==> src/rtl/m_useq_if.sv <==
// Microword/bus signal bundle between the decode datapath and the m_useq sequencer.
interface m_useq_if;
  logic [7:0] useq_next;
  logic       dispatch;
  logic [4:0] opcode_idx;
  logic [2:0] funct3;
  logic       start_shift;
  logic [4:0] shamt;
  logic       wait_req;
  logic       ack_i;
  logic       trap_req;
  logic       mret;
  logic       irq_pending;
  logic       irq_enable;
  logic [7:0] minx;
  logic       progress_ucode;
  logic       shift_active;
  logic       in_trap;

  modport master (
    output useq_next, dispatch, opcode_idx, funct3, start_shift, shamt,
           wait_req, ack_i, trap_req, mret, irq_pending, irq_enable,
    input  minx, progress_ucode, shift_active, in_trap
  );

  modport slave (
    input  useq_next, dispatch, opcode_idx, funct3, start_shift, shamt,
           wait_req, ack_i, trap_req, mret, irq_pending, irq_enable,
    output minx, progress_ucode, shift_active, in_trap
  );
endinterface

==> src/rtl/m_useq.sv <==
// Microcode sequencer driving the ROM index and hold line; freezes during shifts and bus waits.
// Define USEQ_IRQ_EN to let opcode dispatch be redirected to IRQ_UADR on a pending, enabled interrupt.
module m_useq #(
  parameter logic [7:0] RESET_UADR = 8'h00,
  parameter logic [7:0] TRAP_UADR  = 8'hF0,
  parameter logic [7:0] IRQ_UADR   = 8'hF8
) (
  input logic      clk,
  input logic      rst,
  m_useq_if.slave  bus
);

  localparam logic [0:0] RUN   = 1'b0;
  localparam logic [0:0] SHIFT = 1'b1;

  logic [0:0] state;
  logic [4:0] cnt;
  logic [7:0] saved_next;
  logic [7:0] minx_q;
  logic       in_trap_q;

  logic in_run;
  logic run_free;
  logic long_shift_start;
  logic wait_hold;

`ifndef USEQ_IRQ_EN
  logic irq_unused;
  assign irq_unused = ^{bus.irq_pending, bus.irq_enable, IRQ_UADR};
`endif

  // run_free: RUN with neither a trap nor a dispatch claiming this cycle
  assign in_run           = (state == RUN);
  assign run_free         = in_run && !bus.trap_req && !bus.dispatch;
  assign long_shift_start = run_free && bus.start_shift && (bus.shamt >= 5'd2);
  assign wait_hold        = run_free && !bus.start_shift && bus.wait_req && !bus.ack_i;

  assign bus.progress_ucode = !((!in_run && (cnt != 5'd1)) || long_shift_start || wait_hold);
  assign bus.shift_active   = !in_run || (run_free && bus.start_shift && (bus.shamt != 5'd0));
  assign bus.minx           = minx_q;
  assign bus.in_trap        = in_trap_q;

  always_ff @(posedge clk) begin
    if (rst) begin
      state      <= RUN;
      minx_q     <= RESET_UADR;
      cnt        <= 5'd0;
      saved_next <= 8'h00;
      in_trap_q  <= 1'b0;
    end else if (in_run) begin
      // mret clears first so a same-cycle trap or irq entry overrides it
      if (bus.mret && !bus.trap_req)
        in_trap_q <= 1'b0;
      if (bus.trap_req) begin
        minx_q    <= TRAP_UADR;
        in_trap_q <= 1'b1;
      end else if (bus.dispatch) begin
`ifdef USEQ_IRQ_EN
        if (bus.irq_pending && bus.irq_enable) begin
          minx_q    <= IRQ_UADR;
          in_trap_q <= 1'b1;
        end else begin
          minx_q <= {bus.opcode_idx, bus.funct3};
        end
`else
        minx_q <= {bus.opcode_idx, bus.funct3};
`endif
      end else if (bus.start_shift) begin
        if (bus.shamt >= 5'd2) begin
          saved_next <= bus.useq_next;
          cnt        <= bus.shamt - 5'd1;
          state      <= SHIFT;
        end else begin
          minx_q <= bus.useq_next;
        end
      end else if (!(bus.wait_req && !bus.ack_i)) begin
        minx_q <= bus.useq_next;
      end
    end else begin
      // cnt counts remaining shift cycles including the current one
      cnt <= cnt - 5'd1;
      if (cnt == 5'd1) begin
        minx_q <= saved_next;
        state  <= RUN;
      end
    end
  end

endmodule

==> src/flat_wrapper.sv <==
// flat-port wrapper written by rule: the top's interface ports become plain ports
module m_useq_flat 
#(
  parameter logic [7:0] RESET_UADR = 8'h00,
  parameter logic [7:0] TRAP_UADR  = 8'hF0,
  parameter logic [7:0] IRQ_UADR   = 8'hF8
)
  (clk, rst, bus_useq_next, bus_dispatch, bus_opcode_idx, bus_funct3, bus_start_shift, bus_shamt, bus_wait_req, bus_ack_i, bus_trap_req, bus_mret, bus_irq_pending, bus_irq_enable, bus_minx, bus_progress_ucode, bus_shift_active, bus_in_trap);
  m_useq_if bus_i ();
  input logic clk;
  input logic rst;
  input wire logic [$bits(bus_i.useq_next)-1:0] bus_useq_next;
  input wire logic [$bits(bus_i.dispatch)-1:0] bus_dispatch;
  input wire logic [$bits(bus_i.opcode_idx)-1:0] bus_opcode_idx;
  input wire logic [$bits(bus_i.funct3)-1:0] bus_funct3;
  input wire logic [$bits(bus_i.start_shift)-1:0] bus_start_shift;
  input wire logic [$bits(bus_i.shamt)-1:0] bus_shamt;
  input wire logic [$bits(bus_i.wait_req)-1:0] bus_wait_req;
  input wire logic [$bits(bus_i.ack_i)-1:0] bus_ack_i;
  input wire logic [$bits(bus_i.trap_req)-1:0] bus_trap_req;
  input wire logic [$bits(bus_i.mret)-1:0] bus_mret;
  input wire logic [$bits(bus_i.irq_pending)-1:0] bus_irq_pending;
  input wire logic [$bits(bus_i.irq_enable)-1:0] bus_irq_enable;
  output wire logic [$bits(bus_i.minx)-1:0] bus_minx;
  output wire logic [$bits(bus_i.progress_ucode)-1:0] bus_progress_ucode;
  output wire logic [$bits(bus_i.shift_active)-1:0] bus_shift_active;
  output wire logic [$bits(bus_i.in_trap)-1:0] bus_in_trap;
  assign bus_i.useq_next = bus_useq_next;
  assign bus_i.dispatch = bus_dispatch;
  assign bus_i.opcode_idx = bus_opcode_idx;
  assign bus_i.funct3 = bus_funct3;
  assign bus_i.start_shift = bus_start_shift;
  assign bus_i.shamt = bus_shamt;
  assign bus_i.wait_req = bus_wait_req;
  assign bus_i.ack_i = bus_ack_i;
  assign bus_i.trap_req = bus_trap_req;
  assign bus_i.mret = bus_mret;
  assign bus_i.irq_pending = bus_irq_pending;
  assign bus_i.irq_enable = bus_irq_enable;
  assign bus_minx = bus_i.minx;
  assign bus_progress_ucode = bus_i.progress_ucode;
  assign bus_shift_active = bus_i.shift_active;
  assign bus_in_trap = bus_i.in_trap;
  m_useq #(.RESET_UADR(RESET_UADR), .TRAP_UADR(TRAP_UADR), .IRQ_UADR(IRQ_UADR)) u_core (.clk(clk), .rst(rst), .bus(bus_i));
endmodule
==> config.mk <==
export PLATFORM = sky130hd
export DESIGN_NAME = m_useq_flat
export DESIGN_NICKNAME = d
export VERILOG_FILES = /design/src/rtl/m_useq_if.sv /design/src/rtl/m_useq.sv /design/src/flat_wrapper.sv
export SDC_FILE = /design/constraint.sdc
export NUM_CORES = 1
export LEC_CHECK = 0
export CAP_MARGIN = 20
export CORE_MARGIN = 10
export CORE_UTILIZATION = 45
export DETAILED_ROUTE_END_ITERATION = 10
export PLACE_DENSITY = 0.78
export SYNTH_ARGS = -nofsm -noshare
export SYNTH_HDL_FRONTEND = slang
export SYNTH_SLANG_ARGS = --single-unit
==> constraint.sdc <==
create_clock -name clk -period 2.5 [get_ports clk]
set_clock_uncertainty 0.15 [all_clocks]
set_input_delay 0.25 -clock clk [delete_from_list [all_inputs] [get_ports clk]]
set_output_delay 0.25 -clock clk [all_outputs]
set_load 0.005 [all_outputs]
==> flow_summary.json <==
{
  "dr.first_iter.drc_count": 42,
  "antenna_left": 0,
  "cts_tree": "built",
  "crit_chain": "clkdlybuf4s50_1, inv_1, ha_1, nor3b_1, nor2b_1, o21ai_0, clkdlybuf4s50_1",
  "synthArstFlopShare": 0,
  "cap_violations": 0,
  "io_pins": 42,
  "comb_power_share": 0.288,
  "seq_area_um2": 460,
  "drive_gt1_frac": 0.152,
  "die_w_um": 74.0,
  "synth_most_common_cell": "dfxtp_1",
  "setup_viol": 0,
  "placed_cell_area_mm2": 0.00180,
  "slowest_delay_ps": 530,
  "synth_top_area_share": 0.351,
  "synthFlopType": "dfxtp_1",
  "num_rows": 19,
  "min_path_cells": 4,
  "grt_max_degree": 23,
  "irDropWorstVdd_v": 0.000512,
  "crit_fanout": 3,
  "crit_type": "input port to output pin",
  "cts_made_buffers": 3,
  "syn_area_mm2": 0.00131,
  "p_sw_frac": 0.282,
  "io_buffers": 39,
  "pwr_density_cell_mw_per_mm2": 451,
  "critPathBufInv": 3,
  "fillers": 230,
  "clock-sinks": 23,
  "die-area_mm2": 0.00547,
  "place_ws_ps": -111,
  "min_period_ps": 2420,
  "ys_ff_latch": 23,
  "clk_latency_ps": 320,
  "multi_input_area_um2": 778,
  "outcome": "completed",
  "fp.dieH_um": 74.0,
  "clockBufferDepth": 2,
  "clkPwrFrac": 0.211,
  "setup_slack_ps": 76.9,
  "initial_core_util": 0.471,
  "critPathLaunchType": "input port",
  "ys_types": 32,
  "antenna_found_initial": 0,
  "grt_pass1_wl_um": 6020,
  "ctsHoldBuffers": 0,
  "ys_warn_count": 0,
  "synth_area_leaders": "dfxtp_1, mux2i_1, mux2_2, nor2_1, ha_1",
  "vias": 1198,
  "hold_viol_final": 0,
  "area_growth_syn_to_layout_pct": 40.1,
  "cp.depth": 7,
  "yosysTopAreaCell": "dfxtp_1",
  "cp_slowest_cell": "clkdlybuf4s50_1",
  "routabilityCongestion": 0.794,
  "worst_pin_slew_ps": 703,
  "hpwl_um": 3020,
  "p_leak_uw": 0.000762,
  "critPathTopFamily": "buffers and inverters",
  "drc": 0,
  "crit_required_ps": 2100,
  "synthTopCellsByCount": "dfxtp_1, mux2i_1, nor2_1, inv_1, mux2_2",
  "grt_use_total": 0.136,
  "syn_area_per_cell_um2": 9.16,
  "netlist_instances": 143,
  "rsz0062_at_grt": "false",
  "post_cts_buffers": 0,
  "arrival_ps": 2020,
  "final_cells": 222,
  "dr.pass1.iters": 4,
  "diodes": 0,
  "slew_headroom": 0.530,
  "routed_via_density": 5.40,
  "worst_setup_path_end_kind": "output pin",
  "power.internal_uw": 594,
  "cts_root_buffer": "clkbuf_4",
  "crit_top_cell": "clkdlybuf4s50_1",
  "grt_remaining_overflow": 0,
  "syn_nets": 178,
  "htree_levels": 1,
  "stdcell_area_mm2": 0.00184,
  "dp.cells": 218,
  "hold_class": "input port to flop",
  "grt_pass1_vias": 1297,
  "p_switching_uw": 234,
  "hold-worst-slack_ps": 344,
  "wl_um": 3720,
  "slew_viol_final": 0,
  "nets": 227,
  "reg2reg_depth": 5,
  "clk_pin_slew_ps": 130,
  "post-route-util": 0.660,
  "wl_per_cell_um": 16.7,
  "p_seq_frac": 0.500,
  "core_mm2": 0.00278,
  "ys_seq_area_frac": 0.351,
  "finalCritPeriodShare": 0.969,
  "max_clock_freq_ghz": 0.413,
  "synth-edff-count": 0
}
==> per-layer routing <==
metal / track usage / vias to the layer above / share of wire
met4: 0.0518 / 0 / 0.014
met1: 0.155 / 566 / 0.43
met2: 0.233 / 23 / 0.51
met5: 0 / - / 0
met3: 0.0426 / 6 / 0.049
li1: - / 603 / -
==> flip-flops by register name, indices dropped and copies added, names as in the netlist <==
signal,flops
u_core.bus.in_trap,1
u_core.bus.minx,8
u_core.cnt,5
u_core.saved_next,8
u_core.state,1
==> kinds of logic (layout without fill, tap and decap cells) <==
| kind of cell | Yosys count | after routing | synth area share |
|---|---|---|---|
| flops | 23 | 23 | 0.351 |
| simple gates | 41 | 41 | 0.160 |
| buf+inv | 19 | 67 | 0.0630 |
| mux | 25 | 25 | 0.199 |
| xor+xnor | 3 | 3 | 0.0201 |
| compound gates | 28 | 28 | 0.168 |
| fa+ha+maj | 4 | 4 | 0.0382 |
==> tightest hold or removal path: stages <==
cell and delay, ps:
dlymetal6s2s_1 190, nor3_1 110, xnor2_1 170, a211oi_1 70
==> worst paths after layout <==
check | endpoint | slack, ps | start
hold / removal | u_core.cnt[3] | 340 | bus_shamt[1]
setup reg to reg | u_core.bus.minx[2] | 610 | u_core.state
setup / recovery | bus_shift_active | 80 | bus_shamt[0]
hold reg to reg | u_core.bus.minx[4] | 340 | u_core.bus.minx[4]
==> through the flow <==
| step | TNS (ps) | total power, uW |
|---|---|---|
| floorplan | 0 | 533 |
| CTS | 0 | 836 |
| detailed placement | -111 | 661 |
| finish | 0 | 828 |
| global placement | 0 | 649 |
| global route | 0 | 871 |
==> power by group through the flow <==
stage	registers, uW	clock network [uW]	logic, uW
global placement	419	0	230
floorplan	417	0	116
finish	414	175	239
CTS	414	182	240
global route	418	194	260
detailed placement	422	0	239
==> layout by cell type, fill, tap and decap left out, types with 2 or more instances in the layout <==
cell type and instances:
a22oi_1 4, nand2b_1 4, nor2_1 17, clkbuf_4 3
buf_4 12, o21ai_0 2, a211oi_1 3, a21o_1 2
dfxtp_1 23, dlymetal6s2s_1 2, a21oi_1 5, ha_1 4
mux2i_1 17, clkdlybuf4s50_1 37, o211a_1 2, a221o_1 4
xnor2_1 3, nor2b_1 5, inv_1 12, nor3_1 5
mux2_2 8, nand2_1 4
==> final cells by class <==
class | instances | share of cell area
clock inverters | 1 | 0.00273
repair buffers | 51 | 0.264
clock buffers | 3 | 0.0123
multi-input cells | 101 | 0.424
flip-flops and latches | 23 | 0.251
well taps | 31 | 0.0211
inverters | 12 | 0.0245
==> timing repair <==
| item | CTS | global route |
|---|---|---|
| gates resized for setup | 1 | 2 |
| endpoints found under the setup margin | 1 | 2 |
| pin swaps | 2 | 2 |
Note: power is estimated with default switching activity, not from simulation.
